--- src/rtl/data_path_sequencer.sv ---
// Command sequencer for data_path: loads K weight rows from BRAM, commits them,
// meters ifmap pops from the FIFO and waits for every psum to return.
module data_path_sequencer #(
    parameter int MAC_NUM = 256,
    parameter int TIMEOUT = 1023
) (
    input  logic               clk,
    input  logic               rst_n,
    // Handshake: a command transfers on a rising edge where cmd_valid and
    // cmd_ready are both 1; cmd_ready is 1 only in IDLE, and the fields must
    // be stable while cmd_valid is 1.
    input  logic               cmd_valid,
    output logic               cmd_ready,
    input  logic [31:0]        cmd_opcode,
    input  logic [4:0]         cmd_kernel_size,
    input  logic [11:0]        cmd_channels,
    input  logic [15:0]        cmd_pixels,
    input  logic [1:0]         cmd_operation,
    input  logic [MAC_NUM-1:0] cmd_mac_mask,
    output logic [MAC_NUM-1:0] MAC_enable,
    output logic [1:0]         operation,
    output logic [4:0]         kernel_size,
    output logic [11:0]        input_channel_size,
    output logic               address_reset,
    output logic               bram_control_add1,
    output logic               bram_control_add2,
    output logic               port_sel,
    output logic               load_weight_preload,
    output logic               load_weight,
    output logic               load_ifmaps,
    input  logic               weight_from_bram_valid,
    input  logic               ifmaps_fifo_empty,
    input  logic               psum_valid,
    output logic               busy,
    output logic               done,
    output logic               err,
    output logic [15:0]        psum_count,
    output logic [3:0]         o_dbg_state
);

    localparam int TW = $clog2(TIMEOUT + 1);
    localparam logic [TW-1:0] TMAX = TW'(TIMEOUT - 1);

    typedef enum logic [3:0] {
        ST_IDLE     = 4'd0,
        ST_RST_ADDR = 4'd1,
        ST_W_REQ    = 4'd2,
        ST_W_WAIT   = 4'd3,
        ST_W_LATCH  = 4'd4,
        ST_W_COMMIT = 4'd5,
        ST_COMPUTE  = 4'd6,
        ST_DRAIN    = 4'd7,
        ST_FINISH   = 4'd8
    } state_t;

    state_t               r_state;
    logic [2:0]           r_row;
    logic [15:0]          r_remaining;
    logic [15:0]          r_pixels;
    logic [15:0]          r_psum_count;
    logic [TW-1:0]        r_timer;
    logic                 r_err;
    logic [MAC_NUM-1:0]   r_mac_enable;
    logic [1:0]           r_operation;
    logic [4:0]           r_kernel_size;
    logic [11:0]          r_channels;

    logic w_cmd_legal;
    logic w_pop;
    logic w_last_row;
    logic w_psum_inc;

    assign w_cmd_legal = ((cmd_opcode == 32'd87) || (cmd_opcode == 32'd88)) &&
                         (cmd_kernel_size != 5'd0) && (cmd_kernel_size <= 5'd5);
    assign w_pop       = (r_state == ST_COMPUTE) && !ifmaps_fifo_empty && (r_remaining != 16'd0);
    assign w_last_row  = ({2'b00, r_row} == (r_kernel_size - 5'd1));
    assign w_psum_inc  = psum_valid && ((r_state == ST_COMPUTE) || (r_state == ST_DRAIN)) &&
                         (r_psum_count != 16'hFFFF);

    // The wait timer defaults to clear each cycle; only a state that keeps waiting advances it.
    always_ff @(posedge clk or negedge rst_n) begin
        if (!rst_n) begin
            r_state       <= ST_IDLE;
            r_row         <= 3'd0;
            r_remaining   <= 16'd0;
            r_pixels      <= 16'd0;
            r_psum_count  <= 16'd0;
            r_timer       <= '0;
            r_err         <= 1'b0;
            r_mac_enable  <= '0;
            r_operation   <= 2'd0;
            r_kernel_size <= 5'd0;
            r_channels    <= 12'd0;
        end else begin
            r_err   <= 1'b0;
            r_timer <= '0;
            if (w_pop) begin
                r_remaining <= r_remaining - 16'd1;
            end
            if (w_psum_inc) begin
                r_psum_count <= r_psum_count + 16'd1;
            end
            case (r_state)
                ST_IDLE: begin
                    if (cmd_valid) begin
                        if (w_cmd_legal) begin
                            r_mac_enable  <= cmd_mac_mask;
                            r_operation   <= cmd_operation;
                            r_kernel_size <= cmd_kernel_size;
                            r_channels    <= cmd_channels;
                            r_pixels      <= cmd_pixels;
                            r_remaining   <= cmd_pixels;
                            r_psum_count  <= 16'd0;
                            r_state       <= (cmd_opcode == 32'd87) ? ST_RST_ADDR : ST_COMPUTE;
                        end else begin
                            r_err <= 1'b1;
                        end
                    end
                end
                ST_RST_ADDR: begin
                    r_row   <= 3'd0;
                    r_state <= ST_W_REQ;
                end
                ST_W_REQ: begin
                    r_state <= ST_W_WAIT;
                end
                ST_W_WAIT: begin
                    if (weight_from_bram_valid) begin
                        r_state <= ST_W_LATCH;
                    end else if (r_timer == TMAX) begin
                        r_state <= ST_IDLE;
                        r_err   <= 1'b1;
                    end else begin
                        r_timer <= r_timer + 1'b1;
                    end
                end
                ST_W_LATCH: begin
                    if (w_last_row) begin
                        r_state <= ST_W_COMMIT;
                    end else begin
                        r_row   <= r_row + 3'd1;
                        r_state <= ST_W_REQ;
                    end
                end
                ST_W_COMMIT: begin
                    r_state <= ST_COMPUTE;
                end
                ST_COMPUTE: begin
                    // Leave as soon as the final pop is issued, or at once when nothing is owed.
                    if ((r_remaining == 16'd0) || (w_pop && (r_remaining == 16'd1))) begin
                        r_state <= ST_DRAIN;
                    end else if (ifmaps_fifo_empty) begin
                        if (r_timer == TMAX) begin
                            r_state <= ST_IDLE;
                            r_err   <= 1'b1;
                        end else begin
                            r_timer <= r_timer + 1'b1;
                        end
                    end
                end
                ST_DRAIN: begin
                    if (r_psum_count == r_pixels) begin
                        r_state <= ST_FINISH;
                    end else if (r_timer == TMAX) begin
                        r_state <= ST_IDLE;
                        r_err   <= 1'b1;
                    end else begin
                        r_timer <= r_timer + 1'b1;
                    end
                end
                ST_FINISH: begin
                    r_state <= ST_IDLE;
                end
                default: begin
                    r_state <= ST_IDLE;
                end
            endcase
        end
    end

    assign cmd_ready           = (r_state == ST_IDLE);
    assign busy                = (r_state != ST_IDLE);
    assign done                = (r_state == ST_FINISH);
    assign err                 = r_err;
    assign address_reset       = (r_state == ST_RST_ADDR);
    assign bram_control_add1   = (r_state == ST_W_REQ);
    assign bram_control_add2   = 1'b0;
    assign load_weight_preload = (r_state == ST_W_LATCH);
    assign load_weight         = (r_state == ST_W_COMMIT);
    assign port_sel            = ((r_state == ST_W_REQ) || (r_state == ST_W_WAIT) ||
                                  (r_state == ST_W_LATCH)) ? r_row[0] : 1'b0;
    assign load_ifmaps         = w_pop;
    assign psum_count          = r_psum_count;
    assign MAC_enable          = r_mac_enable;
    assign operation           = r_operation;
    assign kernel_size         = r_kernel_size;
    assign input_channel_size  = r_channels;
    assign o_dbg_state         = r_state;

endmodule

--- config.mk ---
export PLATFORM = sky130hd
export DESIGN_NAME = data_path_sequencer
export DESIGN_NICKNAME = d
export VERILOG_FILES = /design/src/rtl/data_path_sequencer.sv
export SDC_FILE = /design/constraint.sdc
export NUM_CORES = 1
export LEC_CHECK = 0
export BUFFER_PORTS_ARGS = -buffer_cell sky130_fd_sc_hd__buf_2
export CORE_AREA = 5 5 246 248
export DETAILED_ROUTE_END_ITERATION = 8
export DIE_AREA = 0 0 251 253
export PLACE_DENSITY_LB_ADDON = 0.08
export SKIP_CTS_REPAIR_TIMING = 1
export SYNTH_ARGS = -nofsm -noshare
export SYNTH_HDL_FRONTEND = slang
export SYNTH_SLANG_ARGS = --single-unit
--- constraint.sdc ---
create_clock -name clk -period 2.7 [get_ports clk]
set_clock_uncertainty 0.15 [all_clocks]
set_input_delay 0.27 -clock clk [delete_from_list [all_inputs] [get_ports clk]]
set_output_delay 0.27 -clock clk [all_outputs]
set_load 0.005 [all_outputs]
==> impl_metrics.json <==
{
  "clock_latency_ns": 0.56,
  "critical_path_arrival_ns": 2.19,
  "critical_path.reg2reg.startpoint": "r_remaining[11]$_DFF_PN0_",
  "timing.setup.critical_path_class": "register to output port",
  "place_congestion": 0.827,
  "port-buffer-count": 633,
  "dominantRegCellSynth": "sky130_fd_sc_hd__dfrtp_1",
  "ys_top_cells_by_area": "sky130_fd_sc_hd__dfrtp_1, sky130_fd_sc_hd__nand2_1, sky130_fd_sc_hd__xnor2_1, sky130_fd_sc_hd__nor2_1, sky130_fd_sc_hd__buf_2",
  "fin_crit_ns": 2.61,
  "timing.final.crit_share_pct": 96.8,
  "min_path_type": "input port to register",
  "coreArea_um2": 58200,
  "post-synth-top-area-cell": "sky130_fd_sc_hd__dfrtp_1",
  "design.final.nets": 2877,
  "layout_cells_sized_above_1_pct": 30.1,
  "timing.critical_path.slowest_cell_delay_ns": 0.63,
  "grt_pass1_wl_um": 81500,
  "synth-seq-cells": 341,
  "clock_tree.buffer_depth": 3,
  "maxCapViolations": 0,
  "syn_area_um2": 14100,
  "synth_instances": 1592,
  "tritoncts": "built",
  "report.final.setup_viol": 0,
  "final.fill_count": 6084,
  "sequentialPowerShare_pct": 43.7,
  "place.detailed.hpwl_um": 41700,
  "timing_hold_violations_final": 0,
  "power_switching_share_pct": 22.0,
  "via_count": 13982,
  "antenna_left": 0,
  "setup.worst_path.start_class": "register",
  "tightest_slew_ns": 0.913,
  "design.portCount": 635,
  "synthesis.yosys.warnings": 0,
  "slew_headroom_pct": 39.1,
  "async_flop_share_pct": 100,
  "grt_antenna_before_repair": 1,
  "power_switching_w": 0.00257,
  "maximum_number_of_pins_on_one_net_before_global_route_repair": 153,
  "ys_types": 61,
  "die_x_um": 251,
  "multi_input_comb_area_um2": 5200,
  "grt_pass1_vias": 13241,
  "endpoint_type_of_the_worst_setup_path": "output port",
  "netlist.area_leader.share_pct": 60.5,
  "grt.total_usage_pct": 16.5,
  "synth_sequential_area_ratio_pct": 60.5,
  "syn_area_per_cell_um2": 8.85,
  "mostFrequentLayoutCell": "sky130_fd_sc_hd__nand2_1",
  "finalWirelength_um": 56600,
  "internal_power_w": 0.00913,
  "detailedRoute.firstPassIterationCount": 4,
  "fin_tns_setup_ns": 0,
  "die-area_um2": 63500,
  "whs_ns": 0.0318,
  "post_drt_wl_per_cell_um": 16.9,
  "critical_path.n_buffers_inverters": 1,
  "crit_path_max_fanout": 5,
  "postSynthNetCount": 1928,
  "drt-vias-per-instance": 4.17,
  "critPathRequiredTime_ns": 2.28,
  "power_per_cell_area_nw_per_um2": 511,
  "cts_root_buf": "sky130_fd_sc_hd__clkbuf_16",
  "cp_slowest_cell": "sky130_fd_sc_hd__or4_1",
  "slew_viol_final": 0,
  "clock_buffer_count_from_cts": 43,
  "power.ir.vdd_worst_uv": 349,
  "power.share.clock_pct": 49.9,
  "timing.critical_path.cells": "or4_1 -> nor3_4 -> a31oi_4 -> buf_6",
  "layout.area.seq_um2": 8530,
  "critPathTopFamily": "simple AND/OR/NAND/NOR gates",
  "synth_enable_flop_cells": 0,
  "htree_num_levels": 2,
  "grt_overflow_total": 0,
  "post-route-drc-count": 0,
  "holdCritStartpoint": "cmd_valid",
  "outcome": "complete, no violations",
  "core.rowCount": 89,
  "layout-area-overhead-vs-synth_pct": 62.3,
  "share_comb_of_total_power_pct": 6.4,
  "static-leakage-power_nw": 13.1,
  "detail_route.iter0.violations": 572,
  "cp-startpoint": "r_remaining[11]$_DFF_PN0_",
  "mostFrequentLayoutCells": "sky130_fd_sc_hd__nand2_1, sky130_fd_sc_hd__buf_2, sky130_fd_sc_hd__dfrtp_1",
  "floorplan.initialDensity_pct": 24.2,
  "max_clock_freq_ghz": 0.383,
  "cts.sinks": 341,
  "clkTransAtPathRegs_ns": 0.05,
  "height_of_the_chip_um": 253
}
==> worst reg2reg max path, stage by stage (launching register included) <==
cell,delay (ns)
sky130_fd_sc_hd__dfrtp_1,0.42
sky130_fd_sc_hd__or4_1,0.63
sky130_fd_sc_hd__or3_1,0.44
sky130_fd_sc_hd__buf_4,0.17
sky130_fd_sc_hd__nor4_4,0.24
sky130_fd_sc_hd__a21o_1,0.12
sky130_fd_sc_hd__o21ai_1,0.07
sky130_fd_sc_hd__a311oi_2,0.25
==> metrics by stage <==
step                      worst slack (ns)  util, %  instance area (µm²)  power (W)  cells
after global routing               -0.0211     39.3                22900     0.0122   3349
after detailed placement             0.140     31.7                18400    0.00561   2972
after CTS                           -0.192     34.1                19900     0.0116   3052
final                               0.0863     39.3                22900     0.0117   3350
after global placement              0.0994     31.7                18400    0.00561   2972
after floorplan                      0.335        -                14100    0.00522   1592
==> synth_stat cells (4+ instances only) <==
cell,count
sky130_fd_sc_hd__a21oi_1,20
sky130_fd_sc_hd__a31oi_1,6
sky130_fd_sc_hd__and2_1,4
sky130_fd_sc_hd__and3_1,4
sky130_fd_sc_hd__buf_2,40
sky130_fd_sc_hd__clkbuf_1,32
sky130_fd_sc_hd__dfrtp_1,341
sky130_fd_sc_hd__ha_1,7
sky130_fd_sc_hd__inv_1,13
sky130_fd_sc_hd__nand2_1,884
sky130_fd_sc_hd__nand3_1,14
sky130_fd_sc_hd__nand4_1,16
sky130_fd_sc_hd__nor2_1,61
sky130_fd_sc_hd__nor2b_1,4
sky130_fd_sc_hd__nor3_1,9
sky130_fd_sc_hd__nor4_1,13
sky130_fd_sc_hd__o21ai_0,7
sky130_fd_sc_hd__or3_1,5
sky130_fd_sc_hd__xnor2_1,33
sky130_fd_sc_hd__xor2_1,20
==> power groups by stage <==
stage / combinational, W / sequential (W) / clock (W)
3_5_place_dp: 0.000407 / 0.00520 / 0
2_1_floorplan: 0.0000132 / 0.00521 / 0
6_report: 0.000751 / 0.00511 / 0.00583
3_3_place_gp: 0.000404 / 0.00520 / 0
5_1_grt: 0.000827 / 0.00511 / 0.00627
4_1_cts: 0.000409 / 0.00511 / 0.00607
==> metal layers <==
layer / global-route usage, % / share of wire [%]
met1: 19.2 / 40
met2: 29.4 / 52
met3: 4.88 / 5.7
met4: 4.63 / 2.6
met5: 0 / 0
==> path summary, 6_finish.rpt <==
check | end | slack [ns] | cells after the start
hold reg to reg | MAC_enable[70]$_DFFE_PN0P_ | 0.31 | 2
max in group asynchronous | MAC_enable[86]$_DFFE_PN0P_ | 1.46 | 3
hold / removal | err$_DFF_PN0_ | 0.03 | 3
setup / recovery | load_ifmaps | 0.09 | 4
min in group asynchronous | MAC_enable[229]$_DFFE_PN0P_ | 0.15 | 2
setup reg to reg | o_dbg_state[0]$_DFFE_PN0P_ | 0.12 | 7
==> area by class of cell <==
type / instances / area share [%]
antenna: 1 / 0.0109
sequential: 341 / 37.3
tap: 773 / 4.23
clock buffer: 67 / 5.58
multi-input combinational: 1162 / 22.7
timing repair buffer: 980 / 29.3
clock inverter: 13 / 0.678
inverter: 13 / 0.213
==> sequential cells by signal (all words and copies together) (netlist names) <==
signal,cells
kernel_size,5
MAC_enable,256
psum_count,16
r_pixels,16
o_dbg_state,4
r_timer,10
r_remaining,16
err,1
input_channel_size,12
operation,2
r_row,3
==> kinds of logic after synthesis <==
| family | Yosys count | share of synthesized area (%) |
|---|---|---|
| AO/OA/AOI/OAI | 57 | 2.63 |
| AND/OR/NAND/NOR | 1040 | 29.8 |
| adder cells (fa/ha/maj) | 7 | 0.621 |
| XOR/XNOR | 53 | 3.29 |
| flip-flops | 341 | 60.5 |
| other | 1 | 0.0266 |
| buffers and inverters | 89 | 2.84 |
| multiplexers | 4 | 0.293 |
No activity file was read; power rests on OpenSTA's default activity.
